<file path="src/rtl/clause_batch_feeder_if.sv">
// Batch/memory bus between clause_batch_feeder (master) and the clause store plus evaluator cluster (slave).
// Batch handshake: a batch transfers on a cycle with batch_valid_o && batch_ready_i; once valid rises, it and all lane data stay stable until that cycle.
interface clause_batch_feeder_if #(
    parameter int CLUSTER_SIZE = 20,
    parameter int NSAT         = 3,
    parameter int VAR_W        = 8,
    parameter int ADDR_W       = 12
);
    logic [ADDR_W-1:0]             mem_addr_o;
    logic                          mem_en_o;
    logic [NSAT*(VAR_W+1)-1:0]     mem_data_i;
    logic [NSAT*CLUSTER_SIZE-1:0]  var_val_o;
    logic [NSAT*CLUSTER_SIZE-1:0]  var_neg_o;
    logic [CLUSTER_SIZE-1:0]       lane_mask_o;
    logic                          batch_valid_o;
    logic                          batch_ready_i;

    modport master (
        output mem_addr_o, mem_en_o,
        input  mem_data_i,
        output var_val_o, var_neg_o, lane_mask_o, batch_valid_o,
        input  batch_ready_i
    );

    modport slave (
        input  mem_addr_o, mem_en_o,
        output mem_data_i,
        input  var_val_o, var_neg_o, lane_mask_o, batch_valid_o,
        output batch_ready_i
    );
endinterface

</file>
<file path="src/rtl/clause_batch_feeder.sv">
// Streams a clause range from memory, resolves literals against assign_i and packs lanes into batches.
// Optional CLAUSE_FEEDER_STATS_EN adds batch_cnt_o, a saturating count of batches accepted this range.
module clause_batch_feeder #(
    parameter int CLUSTER_SIZE = 20,
    parameter int NSAT         = 3,
    parameter int NUM_VARS     = 256,
    parameter int VAR_W        = 8,
    parameter int ADDR_W       = 12
) (
    input  logic                    clk_i,
    input  logic                    reset_i,
    input  logic                    start_i,
    input  logic [ADDR_W-1:0]       base_addr_i,
    input  logic [ADDR_W:0]         count_i,
    input  logic [NUM_VARS-1:0]     assign_i,
    clause_batch_feeder_if.master   bus,
    output logic                    busy_o,
    output logic                    done_o,
    output logic                    err_o,
    output logic [1:0]              dbg_state_o
`ifdef CLAUSE_FEEDER_STATS_EN
    ,
    output logic [ADDR_W:0]         batch_cnt_o
`endif
);
    localparam int LANE_W = $clog2(CLUSTER_SIZE + 1);
    localparam int VEC_W  = NSAT * CLUSTER_SIZE;
    localparam logic [LANE_W-1:0] CS_L = LANE_W'(CLUSTER_SIZE);

    typedef enum logic [1:0] {
        IDLE    = 2'd0,
        FILL    = 2'd1,
        PRESENT = 2'd2,
        DONE    = 2'd3
    } state_t;

    state_t              state_q, state_d;
    logic [ADDR_W-1:0]   addr_q, addr_d;
    logic [ADDR_W:0]     remain_q, remain_d;
    logic [LANE_W-1:0]   fill_q, fill_d;
    logic [LANE_W-1:0]   ret_lane_q, ret_lane_d;
    logic                rd_pending_q, rd_pending_d;
    logic [VEC_W-1:0]    val_q, val_d;
    logic [VEC_W-1:0]    neg_q, neg_d;
    logic [CLUSTER_SIZE-1:0] mask_q, mask_d;
    logic                err_q, err_d;

    logic                issue;
    logic                accept;
    logic                start_ok;
    logic [NSAT-1:0]     ret_val;
    logic [NSAT-1:0]     ret_neg;
    logic                ret_bad;
    logic [VAR_W-1:0]    lit_idx;

    // Literal resolution for the entry returning this cycle; out-of-range indices read as false.
    always_comb begin
        ret_val = '0;
        ret_neg = '0;
        ret_bad = 1'b0;
        lit_idx = '0;
        for (int k = 0; k < NSAT; k++) begin
            lit_idx    = bus.mem_data_i[k*(VAR_W+1) +: VAR_W];
            ret_neg[k] = bus.mem_data_i[k*(VAR_W+1) + VAR_W];
            if (int'(lit_idx) < NUM_VARS) begin
                ret_val[k] = assign_i[lit_idx];
            end else begin
                ret_bad = 1'b1;
            end
        end
    end

    always_comb begin
        state_d  = state_q;
        addr_d   = addr_q;
        remain_d = remain_q;
        fill_d   = fill_q;
        issue    = 1'b0;
        accept   = 1'b0;
        start_ok = 1'b0;
        case (state_q)
            IDLE: begin
                if (start_i) begin
                    start_ok = 1'b1;
                    addr_d   = base_addr_i;
                    remain_d = count_i;
                    fill_d   = '0;
                    state_d  = (count_i == '0) ? DONE : FILL;
                end
            end
            FILL: begin
                // Leaving FILL on the first non-issue cycle is safe: the last read returns in this same cycle.
                if (fill_q < CS_L && remain_q != '0) begin
                    issue    = 1'b1;
                    addr_d   = addr_q + ADDR_W'(1);
                    remain_d = remain_q - (ADDR_W+1)'(1);
                    fill_d   = fill_q + LANE_W'(1);
                end else begin
                    state_d = PRESENT;
                end
            end
            PRESENT: begin
                if (bus.batch_ready_i) begin
                    accept  = 1'b1;
                    fill_d  = '0;
                    state_d = (remain_q == '0) ? DONE : FILL;
                end
            end
            DONE: begin
                state_d = IDLE;
            end
            default: begin
                state_d = IDLE;
            end
        endcase
    end

    always_comb begin
        rd_pending_d = issue;
        ret_lane_d   = fill_q;
        val_d        = val_q;
        neg_d        = neg_q;
        mask_d       = mask_q;
        err_d        = err_q;
        if (accept) begin
            val_d  = '1;
            neg_d  = '0;
            mask_d = '0;
        end else if (rd_pending_q) begin
            for (int i = 0; i < CLUSTER_SIZE; i++) begin
                if (ret_lane_q == LANE_W'(i)) begin
                    mask_d[i] = 1'b1;
                    for (int k = 0; k < NSAT; k++) begin
                        val_d[i*NSAT+k] = ret_val[k];
                        neg_d[i*NSAT+k] = ret_neg[k];
                    end
                end
            end
        end
        if (start_ok) begin
            err_d = 1'b0;
        end else if (rd_pending_q && ret_bad) begin
            err_d = 1'b1;
        end
    end

    always_ff @(posedge clk_i) begin
        if (reset_i) begin
            state_q      <= IDLE;
            addr_q       <= '0;
            remain_q     <= '0;
            fill_q       <= '0;
            ret_lane_q   <= '0;
            rd_pending_q <= 1'b0;
            val_q        <= '1;
            neg_q        <= '0;
            mask_q       <= '0;
            err_q        <= 1'b0;
        end else begin
            state_q      <= state_d;
            addr_q       <= addr_d;
            remain_q     <= remain_d;
            fill_q       <= fill_d;
            ret_lane_q   <= ret_lane_d;
            rd_pending_q <= rd_pending_d;
            val_q        <= val_d;
            neg_q        <= neg_d;
            mask_q       <= mask_d;
            err_q        <= err_d;
        end
    end

`ifdef CLAUSE_FEEDER_STATS_EN
    logic [ADDR_W:0] batch_cnt_q, batch_cnt_d;

    always_comb begin
        batch_cnt_d = batch_cnt_q;
        if (start_ok) begin
            batch_cnt_d = '0;
        end else if (accept && batch_cnt_q != '1) begin
            batch_cnt_d = batch_cnt_q + (ADDR_W+1)'(1);
        end
    end

    always_ff @(posedge clk_i) begin
        if (reset_i) begin
            batch_cnt_q <= '0;
        end else begin
            batch_cnt_q <= batch_cnt_d;
        end
    end

    assign batch_cnt_o = batch_cnt_q;
`endif

    always_comb begin
        bus.mem_addr_o    = addr_q;
        bus.mem_en_o      = issue;
        bus.var_val_o     = val_q;
        bus.var_neg_o     = neg_q;
        bus.lane_mask_o   = mask_q;
        bus.batch_valid_o = (state_q == PRESENT);
        busy_o            = (state_q != IDLE);
        done_o            = (state_q == DONE);
        err_o             = err_q;
        dbg_state_o       = state_q;
    end
endmodule
</file>
<file path="src/flat_wrapper.sv">
// flat-port wrapper written by rule: the top's interface ports become plain ports
module clause_batch_feeder_flat 
#(
    parameter int CLUSTER_SIZE = 20,
    parameter int NSAT         = 3,
    parameter int NUM_VARS     = 256,
    parameter int VAR_W        = 8,
    parameter int ADDR_W       = 12
)
  (clk_i, reset_i, start_i, base_addr_i, count_i, assign_i, busy_o, done_o, err_o, dbg_state_o, bus_mem_addr_o, bus_mem_en_o, bus_mem_data_i, bus_var_val_o, bus_var_neg_o, bus_lane_mask_o, bus_batch_valid_o, bus_batch_ready_i);
  clause_batch_feeder_if #(.CLUSTER_SIZE(CLUSTER_SIZE), .NSAT(NSAT), .VAR_W(VAR_W), .ADDR_W(ADDR_W)) bus_i ();
  input  logic clk_i;
  input  logic reset_i;
  input  logic start_i;
  input  logic [ADDR_W-1:0] base_addr_i;
  input  logic [ADDR_W:0] count_i;
  input  logic [NUM_VARS-1:0] assign_i;
  output logic busy_o;
  output logic done_o;
  output logic err_o;
  output logic [1:0] dbg_state_o;
  output wire logic [$bits(bus_i.mem_addr_o)-1:0] bus_mem_addr_o;
  output wire logic [$bits(bus_i.mem_en_o)-1:0] bus_mem_en_o;
  input wire logic [$bits(bus_i.mem_data_i)-1:0] bus_mem_data_i;
  output wire logic [$bits(bus_i.var_val_o)-1:0] bus_var_val_o;
  output wire logic [$bits(bus_i.var_neg_o)-1:0] bus_var_neg_o;
  output wire logic [$bits(bus_i.lane_mask_o)-1:0] bus_lane_mask_o;
  output wire logic [$bits(bus_i.batch_valid_o)-1:0] bus_batch_valid_o;
  input wire logic [$bits(bus_i.batch_ready_i)-1:0] bus_batch_ready_i;
  assign bus_mem_addr_o = bus_i.mem_addr_o;
  assign bus_mem_en_o = bus_i.mem_en_o;
  assign bus_i.mem_data_i = bus_mem_data_i;
  assign bus_var_val_o = bus_i.var_val_o;
  assign bus_var_neg_o = bus_i.var_neg_o;
  assign bus_lane_mask_o = bus_i.lane_mask_o;
  assign bus_batch_valid_o = bus_i.batch_valid_o;
  assign bus_i.batch_ready_i = bus_batch_ready_i;
  clause_batch_feeder #(.CLUSTER_SIZE(CLUSTER_SIZE), .NSAT(NSAT), .NUM_VARS(NUM_VARS), .VAR_W(VAR_W), .ADDR_W(ADDR_W)) u_core (.clk_i(clk_i), .reset_i(reset_i), .start_i(start_i), .base_addr_i(base_addr_i), .count_i(count_i), .assign_i(assign_i), .bus(bus_i), .busy_o(busy_o), .done_o(done_o), .err_o(err_o), .dbg_state_o(dbg_state_o));
endmodule
</file>
<file path="config.mk">
export PLATFORM = sky130hd
export DESIGN_NAME = clause_batch_feeder_flat
export DESIGN_NICKNAME = d
export VERILOG_FILES = /design/src/rtl/clause_batch_feeder_if.sv /design/src/rtl/clause_batch_feeder.sv /design/src/flat_wrapper.sv
export SDC_FILE = /design/constraint.sdc
export NUM_CORES = 1
export LEC_CHECK = 0
export ABC_AREA = 0
export CAP_MARGIN = 20
export CORE_AREA = 2 2 183 185
export CTS_CLUSTER_DIAMETER = 200
export DETAILED_ROUTE_END_ITERATION = 16
export DIE_AREA = 0 0 185 187
export PLACE_DENSITY = 0.75
export SLEW_MARGIN = 0
export SYNTH_ARGS = -nofsm -noshare
export SYNTH_HDL_FRONTEND = slang
export SYNTH_SLANG_ARGS = --single-unit
</file>
<file path="constraint.sdc">
create_clock -name clk_i -period 5 [get_ports clk_i]
set_input_delay 0.5 -clock clk_i [delete_from_list [all_inputs] [get_ports clk_i]]
set_output_delay 0.5 -clock clk_i [all_outputs]
set_load 0.02 [all_outputs]
</file>
==> out/metrics.sh, run 1 <==
ACHIEVABLE-FREQUENCY_MHz=273.9
PATH_CLK_SLEW_NS=0.07
AREA_GROWTH_SYN_TO_LAYOUT_PCT=40.33
CP_TOP_FAMILY='buffers and inverters'
ANTENNA_FOUND_INITIAL=16
INSERTION_DELAY_NS=0.42
CTS.HTREE.LEVELS=4
FIRST_GLOBAL_VIAS=14459
PATH_BUF_INV=2
GRT_FIRST_PASS_WIRELENGTH_UM=87510
WHS_NS=0.4598
DIE_AREA_MM2=0.03460
MEAN_ROUTED_WIRELENGTH_PER_CELL_UM=24.54
CP-END-KIND='flop'
WORST_HOLD_PATH_TYPE='flop to flop'
POSTCTSSETUPREPAIRBUFS=0
VDD.IR_DROP.WORST_V=0.0002245
TOP_LAYER_USED='met5'
NUMBER_OF_ENABLE_FLIP_FLOP_CELLS_AFTER_SYNTHESIS=0
CLOCK_SKEW_NS=0.01267
NETLIST_INSTANCES=1521
DP_CELLS=2340
SLOWEST_STAGE='sky130_fd_sc_hd__clkdlybuf4s50_1'
COMMONEST_REGISTER_CELL_AFTER_SYNTHESIS='sky130_fd_sc_hd__dfxtp_1'
STATUS='finished, final reports clean'
SYNTH_AREA_LEADERS='sky130_fd_sc_hd__dfxtp_1 26%, sky130_fd_sc_hd__mux4_2 20%, sky130_fd_sc_hd__mux2i_1 11%, sky130_fd_sc_hd__nand2_1 5.5%, sky130_fd_sc_hd__nor2_1 4.3%'
PRE_CTS_WS_NS=1.111
CORE.ROWCOUNT=67
WORSTMARGINPINSLEW_NS=1.091
LAYOUT_SETUP_WS_NS=1.349
FIRST_ITER_VIOLATIONS=1793
FF2FF_SETUP_SLACK_NS=2.31
DRT_PRE_ANTENNA_ITERS=9
VIAS_AFTER_DETAILED_ROUTING=14977
MET3WIRELENGTH_UM=6323
IO_PINS=471
TIMING.FINAL.MAX_SLEW_VIOLATIONS=0
SYNTH.DISTINCT_CELLS=59
PORTION_OF_THE_POST_SYNTHESIS_AREA_USED_BY_SEQUENTIAL_ELEMENTS_PCT=25.93
PLACE.PORT_BUFFERS=469
TIMING.MAX_CAP.VIOLATIONS=0
CTS_BUFFERS=17
CP.ARRIVAL_NS=4.01
MIN_PERIOD_NS=3.651
POWER.DENSITY_CELL_AREA_mW_PER_MM2=229.4
LAYOUT.CELLS.NON_FILLER=2386
TIMING_WORST_SETUP_PATH_TYPE='primary input to flop'
LAYOUT_WORST_PATH_CYCLE_SHARE_PCT=73.02
SYNTH_FP_NETS=1836
CP_CELL_SEQUENCE='clkdlybuf4s50_1, buf_4, nor2_1, a22oi_1, a41oi_1, and3_1, a41oi_1, and3_1, o32a_1'
POWER.STATIC_LEAKAGE_nW=6.855
ROUTE.ANTENNA.REMAINING_NETS=0
FIN_TNS_SETUP_NS=0
GRT_OVERFLOW=0
CLOCK_PATH_BUFFERS=2
SHARE_OF_FLIP_FLOPS_WITH_AN_ASYNCHRONOUS_SET_OR_RESET_PCT=0
CTS_REPAIR_RESIZE_COUNT=0
PROPORTION_OF_LAYOUT_CELLS_WITH_A_DRIVE_SUFFIX_ABOVE_1_PCT=11.42
START_UTIL_PCT=41.82
SINK_COUNT_OF_THE_CLOCK_TREE=178
SYNTH_LARGEST_AREA_CELL='sky130_fd_sc_hd__dfxtp_1'
SETUP_REPAIR_AFTER_GLOBAL_ROUTING_MISSED_ITS_MARGIN='no'
NUM-FILL-CELLS=2877
CTS_ROOT_CELL='sky130_fd_sc_hd__clkbuf_16'
MET2_LENGTH_UM=26340
PLACE_HPWL_UM=44930
WORSTPATHMAXFANOUT=21
GRT_MAX_DEGREE=48
TOTAL_NUMBER_OF_YOSYS_WARNINGS=0
MAPPED_AREA_MM2=0.01374
REQUIRED_NS=5.36
DIE_H_UM=187
MULTI_INPUT_AREA_MM2=0.009542
ROUTEDLENGTHMET1_UM=23490
COREAREA_MM2=0.03286
CP_SLOWEST_STAGE_DELAY_NS=1.17
VIA_DENSITY_PER_INSTANCE=6.277
POSTCTSHOLDBUFS=0
FINAL_HOLD_VIOL_COUNT=0
DIE_WIDTH_UM=185
YS_SEQ_ELEMENTS=178
FINAL-SEQ-AREA_MM2=0.003563
DRT_WL_TOTAL_UM=58550
MAX-SLEW-MARGIN-REL_PCT=27.27
GRT_USE_TOTAL_PCT=32.87
DRC_ERRORS=0
SETUP_VIOL=0
FIN_NETS=2228
GLOBALPLACE.CONGESTION=0.9971
POST_SYNTH.CELL_AREA_AVG_UM2=9.035
TIMING.CRITICAL_PATH.FROM_TYPE='primary input'
SYNTH_TOP_CELL_AREA_SHARE_PCT=25.93
TRITONCTS='yes'
-- kinds of logic (layout without fill, tap and decap cells) --
group	after synthesis	count (layout)	share of synthesized area, %
xor+xnor	5	5	0.3187
other cells	1	13	0.02729
mux	291	291	32.60
flops	178	178	25.93
compound gates	365	365	18.43
buf+inv	145	550	4.999
simple gates	533	533	17.42
fa+ha+maj	3	3	0.2732
-- where the power goes --
part / leakage [nW] / switching (W) / internal (W) / total [W]
Clock: 0.309 / 0.000594 / 0.000828 / 0.00142
Combinational: 5.10 / 0.000779 / 0.000695 / 0.00147
Sequential: 1.44 / 0.0000605 / 0.00147 / 0.00153
-- layout by cell type, fill, tap and decap left out, drive strengths merged, types with 4 or more instances in the layout --
cell,count
a2111oi,9
a211oi,6
a21oi,111
a22o,4
a22oi,54
a311oi,8
a31oi,22
a41oi,20
and2,7
and3,12
buf,39
clkbuf,20
clkdlybuf4s50,460
clkinv,6
dfxtp,178
diode,12
inv,22
mux2,13
mux2i,154
mux4,124
nand2,201
nand2b,20
nand3,32
nand3b,4
nand4,7
nor2,159
nor2b,37
nor3,25
nor3b,4
nor4,9
o2111ai,8
o211ai,6
o21ai,40
o21bai,4
o221ai,8
o22ai,11
o32a,41
or4,5
-- worst register-to-register path, delay by kind of cell, from the launching register on --
family / cells / cell delay, ns
buffers and inverters: 1 / 0.10
adder cells (fa/ha/maj): 1 / 0.18
AO/OA/AOI/OAI: 3 / 0.55
flip-flops: 1 / 0.33
AND/OR/NAND/NOR: 4 / 1.38
-- path summary, 6_finish.rpt --
kind,startpoint,to,cells past startpoint
max reg2reg,u_core.remain_q[0]$_SDFFE_PP0P_,u_core.remain_q[7]$_SDFFE_PP0P_,9
max,bus_mem_data_i[21],u_core.bus.var_val_o[44]$_SDFFE_PP1P_,9
min,u_core.bus.var_neg_o[25]$_SDFFE_PP0P_,u_core.bus.var_neg_o[25]$_SDFFE_PP0P_,2
min reg2reg,u_core.bus.var_neg_o[25]$_SDFFE_PP0P_,u_core.bus.var_neg_o[25]$_SDFFE_PP0P_,2
-- final cells by class --
cell class	count	share of cell area, %
multi-input cells	1198	49.48
repair buffers	499	25.36
flip-flops and latches	178	18.48
well taps	448	2.907
clock buffers	20	2.368
clock inverters	12	0.8824
inverters	19	0.3698
diodes	12	0.1557
-- layer usage --
| layer | vias up | global-route usage (%) |
|---|---|---|
| li1 | 6641 | - |
| met1 | 7167 | 43.99 |
| met2 | 1001 | 50.84 |
| met3 | 162 | 8.080 |
| met4 | 6 | 13.40 |
| met5 | - | 0 |
-- state kept, by name (all words and copies together) (netlist names) --
name and cells:
u_core.bus.var_val_o 60, u_core.remain_q 13, u_core.fill_q 5, u_core.bus.lane_mask_o 20, u_core.rd_pending_q 1, u_core.ret_lane_q 5, u_core.bus.var_neg_o 60, u_core.bus.mem_addr_o 12
u_core.dbg_state_o 2
-- through the flow --
| stage | utilization, % | instance area (µm²) | total power [W] |
|---|---|---|---|
| 5_1_grt | 58.68 | 19280 | 0.004582 |
| 2_1_floorplan | - | 13740 | 0.002384 |
| 3_5_place_dp | 56.63 | 18610 | 0.002986 |
| 3_3_place_gp | 56.59 | 18600 | 0.002969 |
| 6_report | 58.68 | 19280 | 0.004424 |
| 4_1_cts | 58.53 | 19230 | 0.004393 |
-- synth_stat cells, types with 12 or more instances --
cell	instances
sky130_fd_sc_hd__a21oi_1	111
sky130_fd_sc_hd__a22oi_1	53
sky130_fd_sc_hd__a31oi_1	22
sky130_fd_sc_hd__a41oi_1	20
sky130_fd_sc_hd__and3_1	12
sky130_fd_sc_hd__buf_2	44
sky130_fd_sc_hd__clkbuf_1	59
sky130_fd_sc_hd__dfxtp_1	178
sky130_fd_sc_hd__inv_1	17
sky130_fd_sc_hd__mux2_2	13
sky130_fd_sc_hd__mux2i_1	154
sky130_fd_sc_hd__mux4_2	124
sky130_fd_sc_hd__nand2_1	201
sky130_fd_sc_hd__nand2b_1	20
sky130_fd_sc_hd__nand3_1	32
sky130_fd_sc_hd__nor2_1	159
sky130_fd_sc_hd__nor2b_1	37
sky130_fd_sc_hd__nor3_1	25
sky130_fd_sc_hd__o21ai_0	40
sky130_fd_sc_hd__o32a_1	41
Power figures use the tool's default switching activity.
==> run 2, diff against run 1 <==
--- a/config.mk
+++ b/config.mk
@@ -7,11 +7,12 @@
 export LEC_CHECK = 0
 export ABC_AREA = 0
 export CAP_MARGIN = 20
-export CORE_AREA = 2 2 183 185
+export CORE_ASPECT_RATIO = 0.9
+export CORE_MARGIN = 2
+export CORE_UTILIZATION = 42
 export CTS_CLUSTER_DIAMETER = 200
 export DETAILED_ROUTE_END_ITERATION = 16
-export DIE_AREA = 0 0 185 187
-export PLACE_DENSITY = 0.75
+export PLACE_DENSITY = 0.78
 export SLEW_MARGIN = 0
 export SYNTH_ARGS = -nofsm -noshare
 export SYNTH_HDL_FRONTEND = slang
==> constraint.sdc (replaced) <==
create_clock -name clk_i -period 3.3 [get_ports clk_i]
set_input_delay 0.33 -clock clk_i [delete_from_list [all_inputs] [get_ports clk_i]]
set_output_delay 0.33 -clock clk_i [all_outputs]
set_load 0.02 [all_outputs]
==> run 2 against run 1 <==
Clock skew shrank 0.0027 ns. Total power is 50% higher. Die area fell by 1.2%. Sequential power grew 52%. Global-route usage rose by 2.9 points. Clock power grew 42%. Cell count up 1.2%. Critical path depth down 3. Hold slack lost 0.0033 ns. Sequential share of layout area decreased by 0.38 points. Critical path type is now flop to output port. Highest routed layer unchanged.
==> out/metrics.sh, run 2 (synthesis gave the netlist of run 1 again) <==
WORSTPATHMAXFANOUT=6  # -71%
FIRST_ITER_VIOLATIONS=1565  # -13%
PLACE_HPWL_UM=49100  # +9.3%
GRT_USE_TOTAL_PCT=35.80  # +2.9 points
DIE_H_UM=175.6  # -6.1%
COREAREA_MM2=0.03204  # -2.5%
VIA_DENSITY_PER_INSTANCE=6.369  # +1.5%
NUM-FILL-CELLS=2690  # -6.5%
DRT_WL_TOTAL_UM=63050  # +7.7%
ANTENNA_FOUND_INITIAL=33  # +17
MIN_PERIOD_NS=3.064
CTS_BUFFERS=17  # unchanged
MEAN_ROUTED_WIRELENGTH_PER_CELL_UM=26.11  # +6.4%
PATH_CLK_SLEW_NS=0.07  # about the same
PLACE.PORT_BUFFERS=469  # unchanged
GLOBALPLACE.CONGESTION=0.9992  # +0.21%
PROPORTION_OF_LAYOUT_CELLS_WITH_A_DRIVE_SUFFIX_ABOVE_1_PCT=13.22  # +1.8 points
WORSTMARGINPINSLEW_NS=1.049  # -0.04204 ns
WORST_HOLD_PATH_TYPE='flop to flop'
POWER.DENSITY_CELL_AREA_mW_PER_MM2=338.1  # +47%
GRT_FIRST_PASS_WIRELENGTH_UM=93110  # +6.4%
DIE_AREA_MM2=0.03418  # -1.2%
AREA_GROWTH_SYN_TO_LAYOUT_PCT=43.26
TIMING.REG2REG.WORST_PATH_DEPTH=9  # unchanged
POSTCTSHOLDBUFS=0  # unchanged
CP-END-KIND='output port'
GRT_OVERFLOW=0  # unchanged
CORE.ROWCOUNT=62  # -7.5%
FINAL_COMMON_CELL='sky130_fd_sc_hd__clkdlybuf4s50_1'
PATH_BUF_INV=2  # unchanged
SINK_COUNT_OF_THE_CLOCK_TREE=178  # unchanged
DRT_PRE_ANTENNA_ITERS=5  # -4
START_UTIL_PCT=42.89  # +1.1 points
CP.ARRIVAL_NS=2.73  # -1.28 ns
CRIT-REG2REG-CAPTURE='u_core.bus.mem_addr_o[7]$_SDFFE_PP0P_'
STATUS='finished, final reports clean'
RR_STARTPOINT='u_core.remain_q[1]$_SDFFE_PP0P_'
FIN_NETS=2270  # +1.9%
CLOCK_SKEW_NS=0.009923  # -0.002748 ns
TIMING.CRITICAL_PATH.FROM_TYPE='flop'
MAX-SLEW-MARGIN-REL_PCT=29.82  # +2.5 points
LAYOUT_WORST_PATH_CYCLE_SHARE_PCT=92.84
TIMING_WORST_SETUP_PATH_TYPE='flop to output port'
CP_TOP_FAMILY='simple AND/OR/NAND/NOR gates'
ROUTE.ANTENNA.REMAINING_NETS=0  # unchanged
MIN_PATH_CELLS=2  # unchanged
TIMING.MAX_CAP.VIOLATIONS=0  # unchanged
CP_CELL_SEQUENCE='inv_1, ha_1, nor3b_1, nand4_1, and3_1, clkdlybuf4s50_1'
IO_PINS=471  # unchanged
DP_CELLS=2352  # +0.51%
VIAS_AFTER_DETAILED_ROUTING=15380  # +2.7%
DRC_ERRORS=0  # unchanged
CTS.HTREE.LEVELS=4  # unchanged
LAYOUT.CELLS.NON_FILLER=2415  # +1.2%
HOLD-PATH-ENDPOINT='u_core.bus.var_neg_o[49]$_SDFFE_PP0P_'
CP_SLOWEST_STAGE_DELAY_NS=0.56  # -0.61 ns
CLOCK_PATH_BUFFERS=2  # unchanged
ACHIEVABLE-FREQUENCY_MHz=326.4
TIMING.HOLD.WORST.START='u_core.bus.var_neg_o[49]$_SDFFE_PP0P_'
CTS_REPAIR_RESIZE_COUNT=0  # unchanged
FIRST_GLOBAL_VIAS=14872  # +2.9%
SETUP_REPAIR_AFTER_GLOBAL_ROUTING_MISSED_ITS_MARGIN='no'
POSTCTSSETUPREPAIRBUFS=0  # unchanged
FIN_TNS_SETUP_NS=0  # unchanged
DIE_WIDTH_UM=194.7  # +5.2%
LAYOUT.CELLS.MOST_COMMON_LIST='460 x sky130_fd_sc_hd__clkdlybuf4s50_1, 201 x sky130_fd_sc_hd__nand2_1, 178 x sky130_fd_sc_hd__dfxtp_1'
REQUIRED_NS=2.97  # -2.39 ns
VDD.IR_DROP.WORST_V=0.0003854  # +72%
SLOWEST_STAGE='sky130_fd_sc_hd__nor3b_1'
FF2FF_SETUP_SLACK_NS=0.41  # -1.90 ns
INSERTION_DELAY_NS=0.43  # about the same
CTS_ROOT_CELL='sky130_fd_sc_hd__clkbuf_16'
GRT_MAX_DEGREE=57  # +19%
FINAL_HOLD_VIOL_COUNT=0  # unchanged
TRITONCTS='yes'
TIMING.FINAL.MAX_SLEW_VIOLATIONS=0  # unchanged
POWER.STATIC_LEAKAGE_nW=7.071  # +3.2%
SETUP_VIOL=0  # unchanged
-- run 2: cell types whose count changed in the layout (fill, tap and decap cells not counted), sizes merged --
cell and delta:
buf +42, diode +21, clkbuf -1, clkinvlp +2
inv -2, bufinv -1
-- run 2: report_power, final --
part / internal, W / switching (W)
registers: 0.00222 / 0.0000939
clock network: 0.00113 / 0.000878
logic: 0.00111 / 0.00121
-- run 2: worst register-to-register path, delay by kind of cell (launching register included) --
family / cells / cell delay, ns
AND/OR/NAND/NOR: 4 / 1.27
AO/OA/AOI/OAI: 2 / 0.47
buffers and inverters: 2 / 0.43
flip-flops: 1 / 0.40
adder cells (fa/ha/maj): 1 / 0.21
-- run 2: metrics by stage --
step | utilization (%) | hold WS (ns) | area, µm² | power [W] | setup slack [ns]
after CTS | 61.19 | 0.4563 | 19600 | 0.006590 | 0.2676
after global routing | 61.42 | 0.4705 | 19680 | 0.006903 | 0.009882
after global placement | 59.40 | 0.4433 | 19030 | 0.004585 | 0.1039
after floorplan | - | 0.4483 | 13740 | 0.003612 | 0.6371
after detailed placement | 59.40 | 0.4471 | 19030 | 0.004610 | 0.02374
final | 61.45 | 0.4565 | 19690 | 0.006656 | 0.2363
-- run 2: worst max-delay path by stage --
stage	startpoint	endpoint	slack, ns	depth (start not counted)
floorplan	bus_mem_data_i[11]	u_core.bus.var_val_o[1]$_SDFFE_PP1P_	0.64	10
global placement	bus_mem_data_i[9]	u_core.bus.var_val_o[25]$_SDFFE_PP1P_	0.10	10
detailed placement	bus_mem_data_i[9]	u_core.bus.var_val_o[19]$_SDFFE_PP1P_	0.02	10
CTS	u_core.remain_q[0]$_SDFFE_PP0P_	bus_mem_en_o	0.27	6
global route	u_core.remain_q[0]$_SDFFE_PP0P_	bus_mem_en_o	0.01	6
finish	u_core.remain_q[0]$_SDFFE_PP0P_	bus_mem_en_o	0.24	6
-- run 2: layout make-up --
type	instances	area, µm²	area share [%]
well taps	416	520.5	2.644
diodes	33	82.58	0.4195
clock buffers	19	442.9	2.250
multi-input cells	1198	9542	48.47
flip-flops and latches	178	3563	18.10
repair buffers	541	5335	27.10
clock inverters	11	128.9	0.6546
inverters	19	71.32	0.3623
-- run 2: layer usage --
layer | share of wire (%) | GRT usage, % | routed length, µm
met5 | 0.043 | 0 | 27
met4 | 3.9 | 16.41 | 2467
met3 | 11 | 9.831 | 7226
met1 | 40 | 48.20 | 25250
met2 | 45 | 53.57 | 28080
